**src/rtl/pakin_arb.sv**
```systemverilog
// Two-source 4-phase packet-link arbiter in front of pakin. The grant is held for
// a whole message of TOT_PKS packets, and sources alternate at message boundaries.
module pakin_arb #(
    parameter int PSZ     = 8,
    parameter int TOT_PKS = 3,
    parameter int CSZ     = $clog2(TOT_PKS + 1)
) (
    input  logic           gch_clk,
    input  logic           gch_reset,
    output logic           gch_ready,
    input  logic           rcv0_req,
    output logic           rcv0_ack,
    input  logic [PSZ-1:0] rcv0_data,
    input  logic           rcv1_req,
    output logic           rcv1_ack,
    input  logic [PSZ-1:0] rcv1_data,
    output logic           snd0_req,
    input  logic           snd0_ack,
    output logic [PSZ-1:0] snd0_data
);

    typedef enum logic [2:0] {IDLE, SND, SNDW, SRCW, NEXT} state_t;

    localparam logic [CSZ-1:0] LAST_PK = CSZ'(TOT_PKS - 1);

    state_t         state, state_n;
    logic [CSZ-1:0] cnt, cnt_n;
    logic           owner, owner_n;
    logic           last, last_n;
    logic           snd0_req_n, rcv0_ack_n, rcv1_ack_n;
    logic [PSZ-1:0] snd0_data_n;
    logic           own_req;
    logic           pick;

    assign own_req = owner ? rcv1_req : rcv0_req;
    // With both sources requesting, the one that did not own the previous message wins.
    assign pick    = (rcv0_req && rcv1_req) ? ~last : rcv1_req;

    always_ff @(posedge gch_clk) begin
        if (!gch_reset) begin
            gch_ready <= 1'b0;
            state     <= IDLE;
            cnt       <= '0;
            owner     <= 1'b0;
            last      <= 1'b1;
            snd0_req  <= 1'b0;
            rcv0_ack  <= 1'b0;
            rcv1_ack  <= 1'b0;
            snd0_data <= '0;
        end else begin
            gch_ready <= 1'b1;
            state     <= state_n;
            cnt       <= cnt_n;
            owner     <= owner_n;
            last      <= last_n;
            snd0_req  <= snd0_req_n;
            rcv0_ack  <= rcv0_ack_n;
            rcv1_ack  <= rcv1_ack_n;
            snd0_data <= snd0_data_n;
        end
    end

    always_comb begin
        state_n     = state;
        cnt_n       = cnt;
        owner_n     = owner;
        last_n      = last;
        snd0_req_n  = snd0_req;
        rcv0_ack_n  = rcv0_ack;
        rcv1_ack_n  = rcv1_ack;
        snd0_data_n = snd0_data;
        unique case (state)
            IDLE: begin
                if (gch_ready && (rcv0_req || rcv1_req)) begin
                    owner_n     = pick;
                    snd0_data_n = pick ? rcv1_data : rcv0_data;
                    snd0_req_n  = 1'b1;
                    state_n     = SND;
                end
            end
            SND: begin
                if (snd0_ack) begin
                    snd0_req_n = 1'b0;
                    state_n    = SNDW;
                end
            end
            // The source is only released once pakin has finished its own handshake.
            SNDW: begin
                if (!snd0_ack) begin
                    if (owner) rcv1_ack_n = 1'b1;
                    else       rcv0_ack_n = 1'b1;
                    state_n = SRCW;
                end
            end
            SRCW: begin
                if (!own_req) begin
                    rcv0_ack_n = 1'b0;
                    rcv1_ack_n = 1'b0;
                    if (cnt == LAST_PK) begin
                        cnt_n   = '0;
                        last_n  = owner;
                        state_n = IDLE;
                    end else begin
                        cnt_n   = cnt + CSZ'(1);
                        state_n = NEXT;
                    end
                end
            end
            NEXT: begin
                if (own_req) begin
                    snd0_data_n = owner ? rcv1_data : rcv0_data;
                    snd0_req_n  = 1'b1;
                    state_n     = SND;
                end
            end
            default: state_n = IDLE;
        endcase
    end

endmodule

```
**config.mk**
```make
export PLATFORM = sky130hd
export DESIGN_NAME = pakin_arb
export DESIGN_NICKNAME = d
export VERILOG_FILES = /design/src/rtl/pakin_arb.sv
export SDC_FILE = /design/constraint.sdc
export NUM_CORES = 1
export LEC_CHECK = 0
export ABC_AREA = 1
export BUFFER_PORTS_ARGS = -buffer_cell sky130_fd_sc_hd__buf_2
export CAP_MARGIN = 20
export CORE_MARGIN = 1.5
export CORE_UTILIZATION = 55
export CTS_CLUSTER_DIAMETER = 150
export DETAILED_ROUTE_END_ITERATION = 10
export PLACE_DENSITY = 0.85
export SYNTH_ARGS = -nofsm -noshare
export SYNTH_HDL_FRONTEND = slang
export SYNTH_SLANG_ARGS = --single-unit
```
**constraint.sdc**
```tcl
create_clock -name gch_clk -period 3.9 [get_ports gch_clk]
set_input_delay 0.39 -clock gch_clk [delete_from_list [all_inputs] [get_ports gch_clk]]
set_output_delay 0.39 -clock gch_clk [all_outputs]
set_load 0.05 [all_outputs]
```
==> qor.yml <==
coreArea_sq_um: 2020
hold_ws_ns: 0.373
synth.net_count: 231
postSynthCellCount: 210
layout_min_cycle_time_ns: 1.82
yosys-top-cells-area: "dfxtp_1 (31%), nand2_1 (19%), nor2_1 (11%)"
grt_max_degree: 24
fmax_mhz: 549
holdBufCountCts: 0
min_path_type: "input port to register"
fin_cells: 267
antenna_found_initial: 0
worst_slew_pin_slew_ns: 0.604
grtUsageTotal: 0.223
drt_iter0_markers: 23
slew_headroom: 0.597
vias: 1288
r2r_slack_ns: 2.08
slew_violations: 0
cts.sinks: 19
cts_tree: "yes"
root_buffer: "clkbuf_4"
critical_path_arrival_ns: 2.03
p_leak_nw: 0.745
die_w_um: 50.0
die_y_um: 50.0
finalSetupViolCount: 0
io_pins: 33
htreeDepth: 1
power_density_nw_per_um2: 733
hold_violations: 0
cp_max_fo: 23
dr.pass1.iters: 4
grt_first_pass_wirelength_um: 4370
fill_cells: 208
synth_top_area_frac: 0.313
drc: 0
syn2layout_area_growth_pct: 15.5
layout.nets: 262
crit_path_end_kind: "register"
synth.distinct_cells: 22
place_inst: 263
total_power_mw: 1.03
start_util: 0.601
post_drt_wl_per_cell_um: 9.51
crit_required_ns: 4.10
crit_type: "register to register"
grt_overflow_total: 0
layout-drive-gt1-share: 0.192
reg2reg_from: "owner"
finClkSkew_ns: 0.00214
cts_buffer_depth: 2
post_cts_resized: 0
worst_skew_pair.late_latency_ns: 0.30
synth.largest_area_cell: "dfxtp_1"
clk_pin_slew_worst_paths_ns: 0.11
hold_start: "gch_reset"
vias_per_cell: 4.82
layout_worst_path_cycle_share: 0.467
syn-mean-instance-area_sq_um: 5.79
status: "finished clean"
finalSetupTns_ns: 0
dp_hpwl_um: 1960
maxCapViolCount: 0
yosys_warnings: 0
grt_pass1_vias: 1055
cts-buffers-inserted: 3
final_antenna_net_count: 0
antenna-diode-count: 0
syn_area_sq_um: 1220
io_buffers: 32
cts_setup_buffers: 0
rsz0062_at_grt: "false"
crit_path_start: "owner"
critPathLaunchType: "register"
seq_area_frac_synth: 0.313
vdd_drop_max_uv: 411
gp_congestion: 0.900
drt_wl_total_um: 2540
dieArea_sq_um: 2500
core.rowCount: 16
ys_ff_latch: 19
[layout by cell type (no fill, tap or decap)]
cell and count:
a211oi_1 2, a21oi_1 7, a21oi_2 1, buf_2 32
clkbuf_4 3, clkinv_2 1, dfxtp_1 19, inv_1 31
inv_2 2, nand2_1 62, nand2_2 2, nand2_4 1
nand3_1 13, nand3_2 1, nand4_1 2, nor2_1 35
nor2_2 1, nor2_4 1, nor3_2 1, o211ai_1 1
o21ai_0 21, o21ai_1 1
[worst max-delay path: stages, from the launching register on]
cell and delay, ns:
dfxtp_1 0.72, inv_1 0.12, nand2_1 0.08, nand2_1 0.07, nand2_2 0.22, nand2_1 0.09
nor2_1 0.22, nand3_1 0.10, nand2_1 0.07, nor2_1 0.04
[where the power goes]
part / switching (mW) / internal (mW) / total, mW / leakage (nW)
Sequential: 0.0555 / 0.257 / 0.313 / 0.156
Combinational: 0.440 / 0.177 / 0.617 / 0.571
Clock: 0.0612 / 0.0382 / 0.0994 / 0.0177
[area by class of cell]
type	instances	area, sq um	area share
sequential	19	380	0.271
tap	27	33.8	0.0240
inverter	33	124	0.0882
clock inverter	1	5.00	0.00356
clock buffer	3	22.5	0.0160
timing repair buffer	32	160	0.114
multi-input combinational	152	679	0.484
[cell usage after synthesis (all sizes together)]
cell type	instances
nand2	65
nor2	37
inv	33
o21ai	22
dfxtp	19
nand3	14
a21oi	8
buf	3
clkbuf	3
a211oi	2
nand4	2
nor3	1
o211ai	1
[state kept, by name (all words and copies together) (netlist names)]
signal     flops
snd0_data      8
state          3
cnt            2
gch_ready      1
last           1
owner          1
rcv0_ack       1
rcv1_ack       1
snd0_req       1
[layer usage]
layer,track usage,vias up,share of wire
met5,0,-,0
met1,0.285,541,0.48
met3,0.0273,4,0.033
met2,0.393,29,0.47
li1,-,714,-
met4,0.0556,0,0.013
[cells by family (layout without fill, tap and decap cells)]
family / count (synthesis) / count (layout) / synth area share
and+or+nand+nor: 119 / 119 / 0.414
DFF: 19 / 19 / 0.313
buffers and inverters: 39 / 69 / 0.129
AOI/OAI and AO/OA: 33 / 33 / 0.145
[final timing paths]
path               end  depth (start not counted)
min          gch_ready                          1
max           state[2]                          9
max reg2reg   state[2]                          9
min reg2reg   rcv0_ack                          2
[through the flow]
stage               setup WS [ns]  area [sq um]  utilization
global placement             2.18          1380        0.681
detailed placement           2.13          1380        0.681
floorplan                    2.28          1220            -
finish                       2.08          1410        0.695
global route                 1.87          1410        0.695
CTS                          2.10          1410        0.695
(Power assumes the default switching activity.)
